### src/rtl/eit_dds_sample_source.sv
// DDS sine source for the EIT excitation DAC: phase accumulator, quarter-wave ROM, amplitude scale, differential offset-binary pair.
// Latency: 3 sysclk cycles from the tick cycle to the data_ready_o strobe; ticks every sample_div+1 cycles (minimum 4).
// Backpressure: a tick that meets dac_busy_i=1 is dropped (phase still advances) and sets sticky overrun_o; the park strobe waits for dac_busy_i=0.
module eit_dds_sample_source #(
    parameter int PHASE_W = 24,
    parameter int LUT_AW  = 8,
    parameter int DATA_W  = 16,
    parameter int DIV_W   = 16
) (
    input  logic               sysclk,
    input  logic               reset,
    input  logic               enable_i,
    input  logic [PHASE_W-1:0] freq_word_i,
    input  logic [DIV_W-1:0]   sample_div_i,
    input  logic [DATA_W-1:0]  amp_i,
    input  logic               dac_busy_i,
    output logic               data_ready_o,
    output logic [DATA_W-1:0]  sample_a_o,
    output logic [DATA_W-1:0]  sample_b_o,
    output logic               overrun_o,
    output logic [31:0]        sample_cnt_o
);

    localparam int ROM_N = 1 << LUT_AW;
    // ROM holds the positive quarter wave magnitude; sign comes from the quadrant.
    localparam int LUT_W = DATA_W - 1;
    localparam logic [DATA_W-1:0] MIDSCALE = {1'b1, {(DATA_W-1){1'b0}}};
    localparam logic [DIV_W-1:0]  DIV_MIN  = DIV_W'(3);

    // Build lut[k] = round((2^(DATA_W-1)-1) * sin(pi/2 * (k+0.5)/ROM_N)) at elaboration
    // using Q60 fixed point and a Taylor series; x < pi/2 so 12 terms are far beyond 1 LSB.
    function automatic logic [ROM_N*LUT_W-1:0] build_lut();
        logic [ROM_N*LUT_W-1:0] rom;
        logic signed [127:0]    pi_q;
        logic signed [127:0]    x;
        logic signed [127:0]    x2;
        logic signed [127:0]    term;
        logic signed [127:0]    acc;
        logic signed [127:0]    den;
        logic signed [127:0]    val;
        rom  = '0;
        pi_q = 128'sh3243F6A8885A308D;
        for (int k = 0; k < ROM_N; k++) begin
            x    = (pi_q * 128'(2 * k + 1)) / 128'(4 * ROM_N);
            x2   = (x * x) >>> 60;
            term = x;
            acc  = x;
            for (int n = 1; n <= 12; n++) begin
                den  = 128'((2 * n) * (2 * n + 1));
                term = (term * x2) >>> 60;
                term = -(term / den);
                acc  = acc + term;
            end
            val = (acc * 128'((1 << LUT_W) - 1) + (128'sd1 <<< 59)) >>> 60;
            rom[k*LUT_W +: LUT_W] = LUT_W'(val);
        end
        return rom;
    endfunction

    localparam logic [ROM_N*LUT_W-1:0] LUT_ROM = build_lut();

    typedef enum logic [2:0] {
        ST_IDLE,
        ST_RUN,
        ST_LOOKUP,
        ST_SCALE,
        ST_PRESENT,
        ST_PARK
    } state_t;

    state_t                    state_q,      state_d;
    logic [DIV_W-1:0]          div_q,        div_d;
    logic [DIV_W-1:0]          tick_cnt_q,   tick_cnt_d;
    logic [PHASE_W-1:0]        phase_q,      phase_d;
    logic [LUT_AW+1:0]         phase_top_q,  phase_top_d;
    logic [DATA_W-1:0]         amp_q,        amp_d;
    logic [LUT_W-1:0]          rom_q,        rom_d;
    logic                      neg_q,        neg_d;
    logic [DATA_W-1:0]         scaled_q,     scaled_d;
    logic [DATA_W-1:0]         sample_a_q,   sample_a_d;
    logic [DATA_W-1:0]         sample_b_q,   sample_b_d;
    logic                      data_ready_q, data_ready_d;
    logic                      overrun_q,    overrun_d;
    logic [31:0]               sample_cnt_q, sample_cnt_d;

    logic                      tick;
    logic [LUT_AW-1:0]         rom_addr;
    logic signed [DATA_W:0]    val_s;
    logic signed [2*DATA_W+1:0] val_x;
    logic signed [2*DATA_W+1:0] amp_x;

    // Next-state logic: sample clock, phase accumulation, lookup/scale/present pipeline and park.
    always_comb begin
        state_d      = state_q;
        div_d        = div_q;
        tick_cnt_d   = tick_cnt_q;
        phase_d      = phase_q;
        phase_top_d  = phase_top_q;
        amp_d        = amp_q;
        rom_d        = rom_q;
        neg_d        = neg_q;
        scaled_d     = scaled_q;
        sample_a_d   = sample_a_q;
        sample_b_d   = sample_b_q;
        data_ready_d = 1'b0;
        overrun_d    = overrun_q;
        sample_cnt_d = sample_cnt_q;

        tick = (state_q != ST_IDLE) && (state_q != ST_PARK) && (tick_cnt_q == div_q);

        // Odd quadrants run the quarter wave backwards: 255-idx is just ~idx.
        rom_addr = phase_top_q[LUT_AW] ? ~phase_top_q[LUT_AW-1:0] : phase_top_q[LUT_AW-1:0];

        val_s = neg_q ? -$signed({2'b00, rom_q}) : $signed({2'b00, rom_q});
        val_x = {{(DATA_W+1){val_s[DATA_W]}}, val_s};
        amp_x = $signed({{(DATA_W+2){1'b0}}, amp_q});

        // Sample-rate counter free-runs over 0..div while the source is active.
        if ((state_q != ST_IDLE) && (state_q != ST_PARK)) begin
            tick_cnt_d = tick ? '0 : tick_cnt_q + DIV_W'(1);
        end

        case (state_q)
            ST_IDLE: begin
                if (enable_i) begin
                    state_d      = ST_RUN;
                    div_d        = (sample_div_i < DIV_MIN) ? DIV_MIN : sample_div_i;
                    tick_cnt_d   = '0;
                    phase_d      = '0;
                    overrun_d    = 1'b0;
                    sample_cnt_d = '0;
                end
            end
            ST_RUN, ST_LOOKUP, ST_SCALE, ST_PRESENT: begin
                // Disable wins over everything in flight, including a coincident tick,
                // so the park strobe can never sit right behind a sample strobe.
                if (!enable_i) begin
                    state_d = ST_PARK;
                end else begin
                    case (state_q)
                        ST_RUN: begin
                            if (tick) begin
                                amp_d   = amp_i;
                                phase_d = phase_q + freq_word_i;
                                if (dac_busy_i) begin
                                    overrun_d = 1'b1;
                                end else begin
                                    phase_top_d = phase_q[PHASE_W-1 -: LUT_AW+2];
                                    state_d     = ST_LOOKUP;
                                end
                            end
                        end
                        ST_LOOKUP: begin
                            rom_d   = LUT_ROM[int'(rom_addr) * LUT_W +: LUT_W];
                            neg_d   = phase_top_q[LUT_AW+1];
                            state_d = ST_SCALE;
                        end
                        ST_SCALE: begin
                            scaled_d = DATA_W'((val_x * amp_x) >>> DATA_W);
                            state_d  = ST_PRESENT;
                        end
                        default: begin
                            sample_a_d   = MIDSCALE + scaled_q;
                            sample_b_d   = MIDSCALE - scaled_q;
                            data_ready_d = 1'b1;
                            sample_cnt_d = sample_cnt_q + 32'd1;
                            state_d      = ST_RUN;
                        end
                    endcase
                end
            end
            ST_PARK: begin
                if (!dac_busy_i) begin
                    sample_a_d   = MIDSCALE;
                    sample_b_d   = MIDSCALE;
                    data_ready_d = 1'b1;
                    state_d      = ST_IDLE;
                end
            end
            default: begin
                state_d = ST_IDLE;
            end
        endcase
    end

    // State and output registers with synchronous reset; reset drops any sample in flight.
    always_ff @(posedge sysclk) begin
        if (reset) begin
            state_q      <= ST_IDLE;
            div_q        <= DIV_MIN;
            tick_cnt_q   <= '0;
            phase_q      <= '0;
            phase_top_q  <= '0;
            amp_q        <= '0;
            rom_q        <= '0;
            neg_q        <= 1'b0;
            scaled_q     <= '0;
            sample_a_q   <= MIDSCALE;
            sample_b_q   <= MIDSCALE;
            data_ready_q <= 1'b0;
            overrun_q    <= 1'b0;
            sample_cnt_q <= '0;
        end else begin
            state_q      <= state_d;
            div_q        <= div_d;
            tick_cnt_q   <= tick_cnt_d;
            phase_q      <= phase_d;
            phase_top_q  <= phase_top_d;
            amp_q        <= amp_d;
            rom_q        <= rom_d;
            neg_q        <= neg_d;
            scaled_q     <= scaled_d;
            sample_a_q   <= sample_a_d;
            sample_b_q   <= sample_b_d;
            data_ready_q <= data_ready_d;
            overrun_q    <= overrun_d;
            sample_cnt_q <= sample_cnt_d;
        end
    end

    assign data_ready_o = data_ready_q;
    assign sample_a_o   = sample_a_q;
    assign sample_b_o   = sample_b_q;
    assign overrun_o    = overrun_q;
    assign sample_cnt_o = sample_cnt_q;

endmodule

### config.mk
export PLATFORM = sky130hd
export DESIGN_NAME = eit_dds_sample_source
export DESIGN_NICKNAME = d
export VERILOG_FILES = /design/src/rtl/eit_dds_sample_source.sv
export SDC_FILE = /design/constraint.sdc
export NUM_CORES = 1
export LEC_CHECK = 0
export BUFFER_PORTS_ARGS = -buffer_cell sky130_fd_sc_hd__clkbuf_2
export CELL_PAD_IN_SITES_DETAIL_PLACEMENT = 0
export CELL_PAD_IN_SITES_GLOBAL_PLACEMENT = 1
export CORE_MARGIN = 1.5
export CORE_UTILIZATION = 48
export CTS_CLUSTER_DIAMETER = 100
export CTS_CLUSTER_SIZE = 20
export DETAILED_ROUTE_END_ITERATION = 6
export HOLD_SLACK_MARGIN = 0.03
export PLACE_DENSITY_LB_ADDON = 0.2
export SLEW_MARGIN = 20
export SYNTH_ARGS = -nofsm -noshare
export SYNTH_HDL_FRONTEND = slang
export SYNTH_SLANG_ARGS = --single-unit
### constraint.sdc
create_clock -name sysclk -period 8.05 [get_ports sysclk]
set_input_delay 0.805 -clock sysclk [delete_from_list [all_inputs] [get_ports sysclk]]
set_output_delay 0.805 -clock sysclk [all_outputs]
set_load 0.01 [all_outputs]
==> results of run 1 <==
worst paths after layout:
check,endpoint,slack [ns],depth (start not counted)
max,scaled_q[9]$_SDFFE_PP0P_,0.30,26
min,sample_b_o[2]$_SDFFE_PP0P_,0.46,2
max reg2reg,scaled_q[9]$_SDFFE_PP0P_,0.30,26
min reg2reg,sample_b_o[2]$_SDFFE_PP0P_,0.46,2
cells by family after synthesis:
family / share of synthesized area [%]
AO/OA/AOI/OAI: 18.7
AND/OR/NAND/NOR: 20.3
adder cells (fa/ha/maj): 29.5
XOR/XNOR: 5.41
buffers and inverters: 9.32
multiplexers: 1.12
flip-flops: 15.7
registers in the layout, summed over array words and instances (netlist names), 3 cells and up:
register      flops
state_q           3
amp_q            16
sample_a_o       16
sample_b_o       15
phase_q          24
div_q            16
phase_top_q      10
rom_q            15
sample_cnt_o     32
scaled_q         16
tick_cnt_q       16
power by group through the flow:
| stage | Sequential (W) | Combinational, W | Clock (W) |
|---|---|---|---|
| 2_1_floorplan | 0.000938 | 0.000100 | 0 |
| 4_1_cts | 0.000924 | 0.000145 | 0.000929 |
| 3_3_place_gp | 0.000945 | 0.000140 | 0 |
| 3_5_place_dp | 0.000945 | 0.000144 | 0 |
| 6_report | 0.000925 | 0.000146 | 0.000907 |
| 5_1_grt | 0.000926 | 0.000162 | 0.000965 |
stage by stage:
step / total power, W / std cells / hold WS (ns) / utilization (%) / worst slack, ns
floorplan: 0.00104 / 2932 / 0.432 / - / 0.728
global placement: 0.00109 / 3527 / 0.448 / 50.8 / 0.289
detailed placement: 0.00109 / 3527 / 0.453 / 50.8 / 0.136
CTS: 0.00200 / 3559 / 0.464 / 52.2 / 0.134
global route: 0.00205 / 3559 / 0.487 / 52.3 / 0.00439
finish: 0.00198 / 3560 / 0.462 / 52.3 / 0.302
routing by layer:
| layer | track usage, % | vias to the layer above | part of all wire [%] |
|---|---|---|---|
| li1 | - | 9822 | - |
| met1 | 40.3 | 10400 | 44 |
| met2 | 47.9 | 832 | 46 |
| met3 | 6.31 | 159 | 7.5 |
| met4 | 9.90 | 4 | 3.1 |
| met5 | 0 | - | 0.032 |
final cells by class:
cell class | count | share of cell area (%)
multi-input cells | 2194 | 70.2
flip-flops and latches | 182 | 14.6
inverters | 358 | 5.40
repair buffers | 178 | 4.12
well taps | 615 | 3.09
clock buffers | 18 | 1.76
clock inverters | 14 | 0.739
diodes | 1 | 0.0100
what timing repair did:
action | 4_1_cts | 5_1_grt
resized for setup | 0 | 10
endpoints found under the setup margin | 0 | 6
buffers inserted | 0 | 0
hold buffers | 0 | 0
synthesized netlist by cell type, types with 25 or more instances:
cell type / instances
dfxtp_1: 182
fa_1: 266
ha_1: 120
a211oi_1: 33
a21oi_1: 205
nor2_1: 195
a22oi_1: 33
nand3_1: 66
and2_1: 154
buf_2: 32
nand2_1: 386
xor2_1: 63
xnor2_1: 70
and3_1: 25
nor3_1: 40
o21ai_0: 127
a31oi_1: 27
clkbuf_1: 141
inv_1: 353
worst max-delay path: stages (launching register included):
cell and delay (ns):
dfxtp_1 0.35, or4_4 0.55, or4_1 0.43, or4_4 0.46, o31ai_4 0.19, xnor2_1 0.16, and2_1 0.21, fa_1 0.50
inv_1 0.06, fa_1 0.53, inv_1 0.05, fa_1 0.49, fa_1 0.52, fa_1 0.50, inv_1 0.05, fa_1 0.47
inv_1 0.04, ha_1 0.37, and3_1 0.23, a2111oi_1 0.07, buf_4 0.16, nor2_1 0.19, o22ai_2 0.11, o31ai_2 0.38
a21oi_2 0.14, or4_1 0.41, nand3_1 0.07
==> results.toml, run 1 <==
[global_routing]
grt_pass1_vias = 21600
grt_max_degree = 83
antenna_found_initial = 2
grt_pass1_wl_um = 118000
grt_overflow_total = 0
grt_usage_pct = 29.9

[sta]
skew_ns = 0.0167
max_slew.worst_pin.slew_ns = 0.996
fin_crit_sh_pct = 96.2
min_period_ns = 7.75
finalSetupViolCount = 0
setup_tns_ns = 0
rsz0062_at_grt = "false"
slew_headroom_pct = 33.3
fmax_ghz = 0.129
drv_slew = 0
finalHoldViolCount = 0

[cts]
cts.reportedPaths.clkPinSlew_ns = 0.08
cts_root_buf = "clkbuf_16"
clock_latency_ns = 0.47
cts_sinks = 182
cts_buffers = 17
tritoncts = "yes"
cts_max_path_buffers = 2
htree_levels = 4

[final_layout]
area_delta_synth_final_pct = 7.57
final_cell_mix = "nand2_1 (385), inv_1 (353), fa_1 (266)"
drive_above_1_share_pct = 8.87
multi_input_area_um2 = 17500
final_common_cell = "nand2_1"
final_area_um2 = 24900
seq_area_um2 = 3640
fill_cells = 4665
nets = 3377

[power_and_ir_drop]
seq_power_share_pct = 46.8
ir_worst_vdd_v = 0.000135
p_clk_share_pct = 45.9
switching_share_pct = 27.1
combPwrFrac_pct = 7.4
internal-power_w = 0.00144
p_per_area_nw_per_um2 = 79.4
switchingPower_w = 0.000536
power_leakage_nw = 11.1

[worst_setup_path]
start_kind = "flip-flop"
path_class = "reg2reg"
cp-end-kind = "flip-flop"
critPathLaunch = "rom_q[2]$_SDFFE_PP0P_"
crit_required_ns = 8.46
worstPathMaxFanout = 6
arrival_ns = 8.16
rr_startpoint = "rom_q[2]$_SDFFE_PP0P_"

[yosys]
yosysTopAreaCell = "fa_1"
yosysWarnings = 0
syn_inst = 2932
synth.distinct_cells = 81
ys_ff_latch = 182
synth-async-reset-ratio_pct = 0
syn-num-nets = 3378
synth_top_area_share_pct = 23.0
netlist_top_cells_area = "fa_1 (23%), dfxtp_1 (16%), ha_1 (6.5%), nand2_1 (6.3%), inv_1 (5.7%)"
synth_ff_type = "dfxtp_1"
yosysSeqAreaShare_pct = 15.7
synth_edf_count = 0
avgSynthCellArea_um2 = 7.90
syn_area_um2 = 23100

[route]
wire_per_inst_um = 20.5
drt_iter0_drc = 2112
final_antenna_net_count = 0
wirelength_um = 72900
viasPerCell = 5.97
dr_total_vias = 21300
drc = 0
dr.pass1.iters = 6

[place]
hpwl_um = 53200
routabilityCongestion = 0.952
port_buffers = 125
dpl-instance-area_um2 = 24200

[die]
row_count = 80
die_x_um = 223
die_h_um = 223
io_pins = 126
core_area_um2 = 47600
initial_core_util_pct = 48.6
die-area_um2 = 49600

[hold_path]
hold_path_class = "reg2reg"
min_from = "sample_b_o[2]$_SDFFE_PP0P_"

[run]
drv_cap = 0

[run_status]
outcome = "finished, final reports clean"
(Power assumes the default switching activity.)
==> inputs of run 2 (changes only) <==
Settings changed: CTS_BUF_LIST set to sky130_fd_sc_hd__clkbuf_16.
==> run 2 against run 1 <==
The flow now finishes with violations (design-rule violations). Setup slack better by 0.00067 ns. Cell count about the same. Critical path type unchanged. Power down 0.49%. Sequential share of layout area about the same. Die area unchanged. Via count about the same. Design area about the same. Sequential cell count unchanged.
==> results.toml, run 2 (synthesis gave the netlist of run 1 again) <==
[run_status]
violations = "design-rule violations"
outcome = "complete, but fails checks"

[cts]
cts_sinks = 182
tritoncts = "yes"
cts_resized = 0
clock_latency_ns = 0.47
cts_setup_buffers = 0
postCtsHoldBufs = 0
cts_root_buf = "clkbuf_16"
htree_levels = 4
cts_buffers = 17
cts_max_path_buffers = 2
cts.reportedPaths.clkPinSlew_ns = 0.08

[sta]
fmax_ghz = 0.129
fin_crit_sh_pct = 96.2
slew_headroom_pct = 32.2
skew_ns = 0.0166
setup_tns_ns = 0
finalSetupViolCount = 0
min_period_ns = 7.75
hold_ws_ns = 0.463
rsz0062_at_grt = "false"
max_slew.worst_pin.slew_ns = 1.01
finalHoldViolCount = 0
drv_slew = 0

[route]
wirelength_um = 73000
viasPerCell = 5.97
drt_iter0_drc = 2236
drc = 3
dr_total_vias = 21300
final_antenna_net_count = 0
wire_per_inst_um = 20.5
dr.pass1.iters = 7

[global_routing]
top_usage_layer = "met2"
grt_usage_pct = 29.9
gr-usage-met3_pct = 5.95
antenna_found_initial = 2
grt_pass1_vias = 21600
grt_max_degree = 83
grt_pass1_wl_um = 118000
use_met2_pct = 48.0
use_met1_pct = 40.3
grt_overflow_total = 0

[run]
drv_cap = 0

[final_layout]
fill_cells = 4671
final_area_um2 = 24900
multi_input_area_um2 = 17500
final_util_pct = 52.2
area_delta_synth_final_pct = 7.52
nets = 3377
num_antenna_cells = 0
final_cell_mix = "nand2_1 (385), inv_1 (353), fa_1 (266)"
final_common_cell = "nand2_1"
drive_above_1_share_pct = 8.83
largest_register_ffs = 32
seq_area_um2 = 3640
fin_cells = 3559

[power_and_ir_drop]
ir_worst_vdd_v = 0.000135
power_leakage_nw = 11.1
p_per_area_nw_per_um2 = 79.1

[worst_setup_path]
arrival_ns = 8.16
cp_top_family = "adder cells"
crit_path_max_incr_delay_ns = 0.55
cp-end-kind = "flip-flop"
crit_required_ns = 8.46
slowest_stage = "or4_4"
path_class = "reg2reg"
path_buf_inv = 4
worstPathMaxFanout = 6
start_kind = "flip-flop"
path_common_cell = "fa_1"

[die]
die_x_um = 223
row_count = 80
core_area_um2 = 47600
initial_core_util_pct = 48.6
die_h_um = 223
die-area_um2 = 49600
io_pins = 126

[place]
dpl-instance-area_um2 = 24200
dp_cells = 3527
hpwl_um = 53200
routabilityCongestion = 0.952
port_buffers = 125

[hold_path]
hold_path_class = "reg2reg"
run 2: path summary, 6_finish.rpt:
kind	end	start	slack, ns	cells past startpoint
worst max-delay path	scaled_q[9]$_SDFFE_PP0P_	rom_q[2]$_SDFFE_PP0P_	0.30	25
worst min-delay path	sample_b_o[2]$_SDFFE_PP0P_	sample_b_o[2]$_SDFFE_PP0P_	0.46	2
worst max register to register	scaled_q[9]$_SDFFE_PP0P_	rom_q[2]$_SDFFE_PP0P_	0.30	25
worst min register to register	sample_b_o[2]$_SDFFE_PP0P_	sample_b_o[2]$_SDFFE_PP0P_	0.46	2
run 2: through the flow:
stage               worst slack [ns]  power [W]
finish                         0.303    0.00197
global route                 0.00439    0.00204
CTS                            0.133    0.00199
detailed placement             0.136    0.00109
global placement               0.289    0.00109
floorplan                      0.728    0.00104
run 2: layer usage:
layer,vias to the layer above,wire length [µm]
met1,10400,31800
met4,4,2300
met2,848,33200
met5,-,23
li1,9819,-
met3,162,5680
run 2: cell type report:
| type | instances | area share (%) |
|---|---|---|
| Clock inverter | 15 | 0.754 |
| Sequential cell | 182 | 14.6 |
| Inverter | 358 | 5.40 |
| Timing Repair Buffer | 178 | 4.12 |
| Tap cell | 615 | 3.09 |
| Clock buffer | 17 | 1.71 |
| Multi-Input combinational cell | 2194 | 70.3 |
run 2: power by group:
part	total [W]	switching, W	internal, W
sequential	0.000924	0.0000147	0.000910
clock	0.000898	0.000425	0.000473
combinational	0.000146	0.0000958	0.0000501
total	0.00197	0.000536	0.00143
run 2: worst register-to-register path, cell delays in order (launching register included):
cell,delay (ns)
dfxtp_1,0.35
or4_4,0.55
or4_1,0.43
or4_4,0.46
o31ai_4,0.19
xnor2_1,0.17
and2_1,0.22
fa_1,0.50
inv_1,0.06
fa_1,0.53
inv_1,0.05
fa_1,0.49
fa_1,0.52
fa_1,0.50
inv_1,0.05
fa_1,0.47
inv_1,0.04
ha_1,0.37
and3_1,0.23
a221o_1,0.21
a21oi_1,0.10
o2111a_2,0.20
o31ai_2,0.40
a21oi_2,0.14
or4_1,0.40
nand3_1,0.07
==> inputs of run 3 (changes only) <==
==> constraint.sdc (replaced) <==
create_clock -name sysclk -period 8.05 [get_ports sysclk]
set_input_delay 0 -clock sysclk [delete_from_list [all_inputs] [get_ports sysclk]]
set_output_delay 0 -clock sysclk [all_outputs]
set_load 0.01 [all_outputs]
==> run 3 against run 2 <==
The run still ends with design-rule violations left. Fmax rose by 0.22%. Setup slack improved by 0.017 ns. Critical path type unchanged. Clock power barely moved.
==> results.toml, run 3 (synthesis gave the netlist of run 1 again) <==
[global_routing]
antenna_found_initial = 2
grt_pass1_wl_um = 118000
grt_usage_pct = 30.1
grt_max_degree = 83
grt_pass1_vias = 21800
grt_overflow_total = 0

[hold_path]
hold_path_depth = 4
min_from = "freq_word_i[22]"
hold_end = "phase_q[22]$_SDFFE_PP0P_"
hold_path_class = "in2reg"

[worst_setup_path]
worstPathMaxFanout = 6
cp-end-kind = "flip-flop"
r2r-end = "scaled_q[9]$_SDFFE_PP0P_"
start_kind = "flip-flop"
rrSetupSlack_ns = 0.32
arrival_ns = 8.15
crit_required_ns = 8.47
path_class = "reg2reg"
r2r_cells = 26
rr_startpoint = "rom_q[2]$_SDFFE_PP0P_"

[final_layout]
drive_above_1_share_pct = 8.72
multi_input_area_um2 = 17500
nets = 3416
seq_area_um2 = 3640
area_delta_synth_final_pct = 9.20
num_antenna_cells = 0
fill_cells = 4627
final_util_pct = 53.1
final_common_cell = "nand2_1"
final_cell_mix = "nand2_1 (385), inv_1 (353), fa_1 (266)"
largest_register_ffs = 32

[cts]
cts_sinks = 182
cts_setup_buffers = 0
clock_latency_ns = 0.47
cts_buffers = 17
cts_max_path_buffers = 2
cts.reportedPaths.clkPinSlew_ns = 0.08
tritoncts = "yes"
htree_levels = 4
cts_root_buf = "clkbuf_16"

[run]
drv_cap = 0

[sta]
slew_headroom_pct = 31.6
setup_tns_ns = 0
skew_ns = 0.0171
min_period_ns = 7.73
rsz0062_at_grt = "false"
fmax_ghz = 0.129
drv_slew = 0
max_slew.worst_pin.slew_ns = 1.02
finalHoldViolCount = 0
fin_crit_sh_pct = 96.0
finalSetupViolCount = 0

[power_and_ir_drop]
power_leakage_nw = 11.3
ir_worst_vdd_v = 0.000136
p_per_area_nw_per_um2 = 78.5

[route]
dr_total_vias = 21400
viasPerCell = 5.95
final_antenna_net_count = 0
wirelength_um = 73300
drt_iter0_drc = 2025
wire_per_inst_um = 20.4
dr.pass1.iters = 7
drc = 3

[place]
routabilityCongestion = 0.952
hpwl_um = 53200
port_buffers = 125

[die]
row_count = 80
die-area_um2 = 49600
core_area_um2 = 47600
io_pins = 126
die_h_um = 223
initial_core_util_pct = 48.6
die_x_um = 223

[run_status]
violations = "design-rule violations"
outcome = "complete, but fails checks"
-- run 3: where the power goes --
| group | internal [W] | total (W) | switching, W |
|---|---|---|---|
| Sequential | 0.000910 | 0.000925 | 0.0000148 |
| Combinational | 0.0000624 | 0.000162 | 0.0000991 |
| Clock | 0.000473 | 0.000899 | 0.000427 |
-- run 3: final cells by class --
type / instances / share of cell area [%]
tap: 615 / 3.04
inverter: 358 / 5.32
sequential: 182 / 14.4
multi-input combinational: 2194 / 69.2
clock inverter: 15 / 0.742
clock buffer: 17 / 1.68
timing repair buffer: 217 / 5.60
-- run 3: worst max-delay path by stage --
stage / from / to / slack [ns] / depth (start not counted)
global placement: rom_q[2]$_SDFFE_PP0P_ / scaled_q[9]$_SDFFE_PP0P_ / 0.29 / 25
finish: rom_q[2]$_SDFFE_PP0P_ / scaled_q[9]$_SDFFE_PP0P_ / 0.32 / 26
global route: rom_q[1]$_SDFFE_PP0P_ / scaled_q[9]$_SDFFE_PP0P_ / 0.004 / 27
detailed placement: rom_q[2]$_SDFFE_PP0P_ / scaled_q[15]$_SDFFE_PP0P_ / 0.14 / 24
floorplan: rom_q[2]$_SDFFE_PP0P_ / scaled_q[10]$_SDFFE_PP0P_ / 0.73 / 26
CTS: rom_q[2]$_SDFFE_PP0P_ / scaled_q[15]$_SDFFE_PP0P_ / 0.13 / 25
-- run 3: layer usage --
layer,track usage [%],wire length [µm],vias to the layer above
li1,-,-,9898
met1,40.4,31900,10500
met2,48.2,33400,851
met3,6.23,5630,176
met4,9.96,2340,4
met5,0,24,-
-- run 3: critical path, cell delays in order, from the launching register on --
cell and delay, ns:
dfxtp_1 0.35, or4_4 0.55, or4_1 0.43, or4_4 0.46, o31ai_4 0.19, xnor2_1 0.16, and2_1 0.21, fa_1 0.50
inv_1 0.06, fa_1 0.53, inv_1 0.05, fa_1 0.49, fa_1 0.52, fa_1 0.50, inv_1 0.05, fa_1 0.47
inv_1 0.04, ha_1 0.36, and3_1 0.23, a2111oi_1 0.07, buf_4 0.16, nor2_1 0.19, o22ai_2 0.11, o31ai_2 0.38
a21oi_2 0.14, or4_1 0.40, nand3_1 0.07
-- run 3: metrics by stage --
| step | setup slack [ns] | total power (W) | std cells | area [µm²] | hold WS [ns] |
|---|---|---|---|---|---|
| finish | 0.320 | 0.00199 | 3598 | 25300 | 0.0527 |
| floorplan | 0.728 | 0.00104 | 2932 | 23100 | 0.119 |
| global route | 0.00439 | 0.00206 | 3598 | 25300 | 0.0720 |
| CTS | 0.133 | 0.00200 | 3598 | 25200 | 0.0318 |
| global placement | 0.289 | 0.00109 | 3527 | 24200 | 0.226 |
| detailed placement | 0.136 | 0.00109 | 3527 | 24200 | 0.233 |
-- run 3: timing repair --
| item | 4_1_cts | 5_1_grt |
|---|---|---|
| hold endpoints to repair | 40 | 0 |
| endpoints found under the setup margin | 0 | 6 |
| resized for setup | 0 | 10 |
| hold buffers | 39 | 0 |
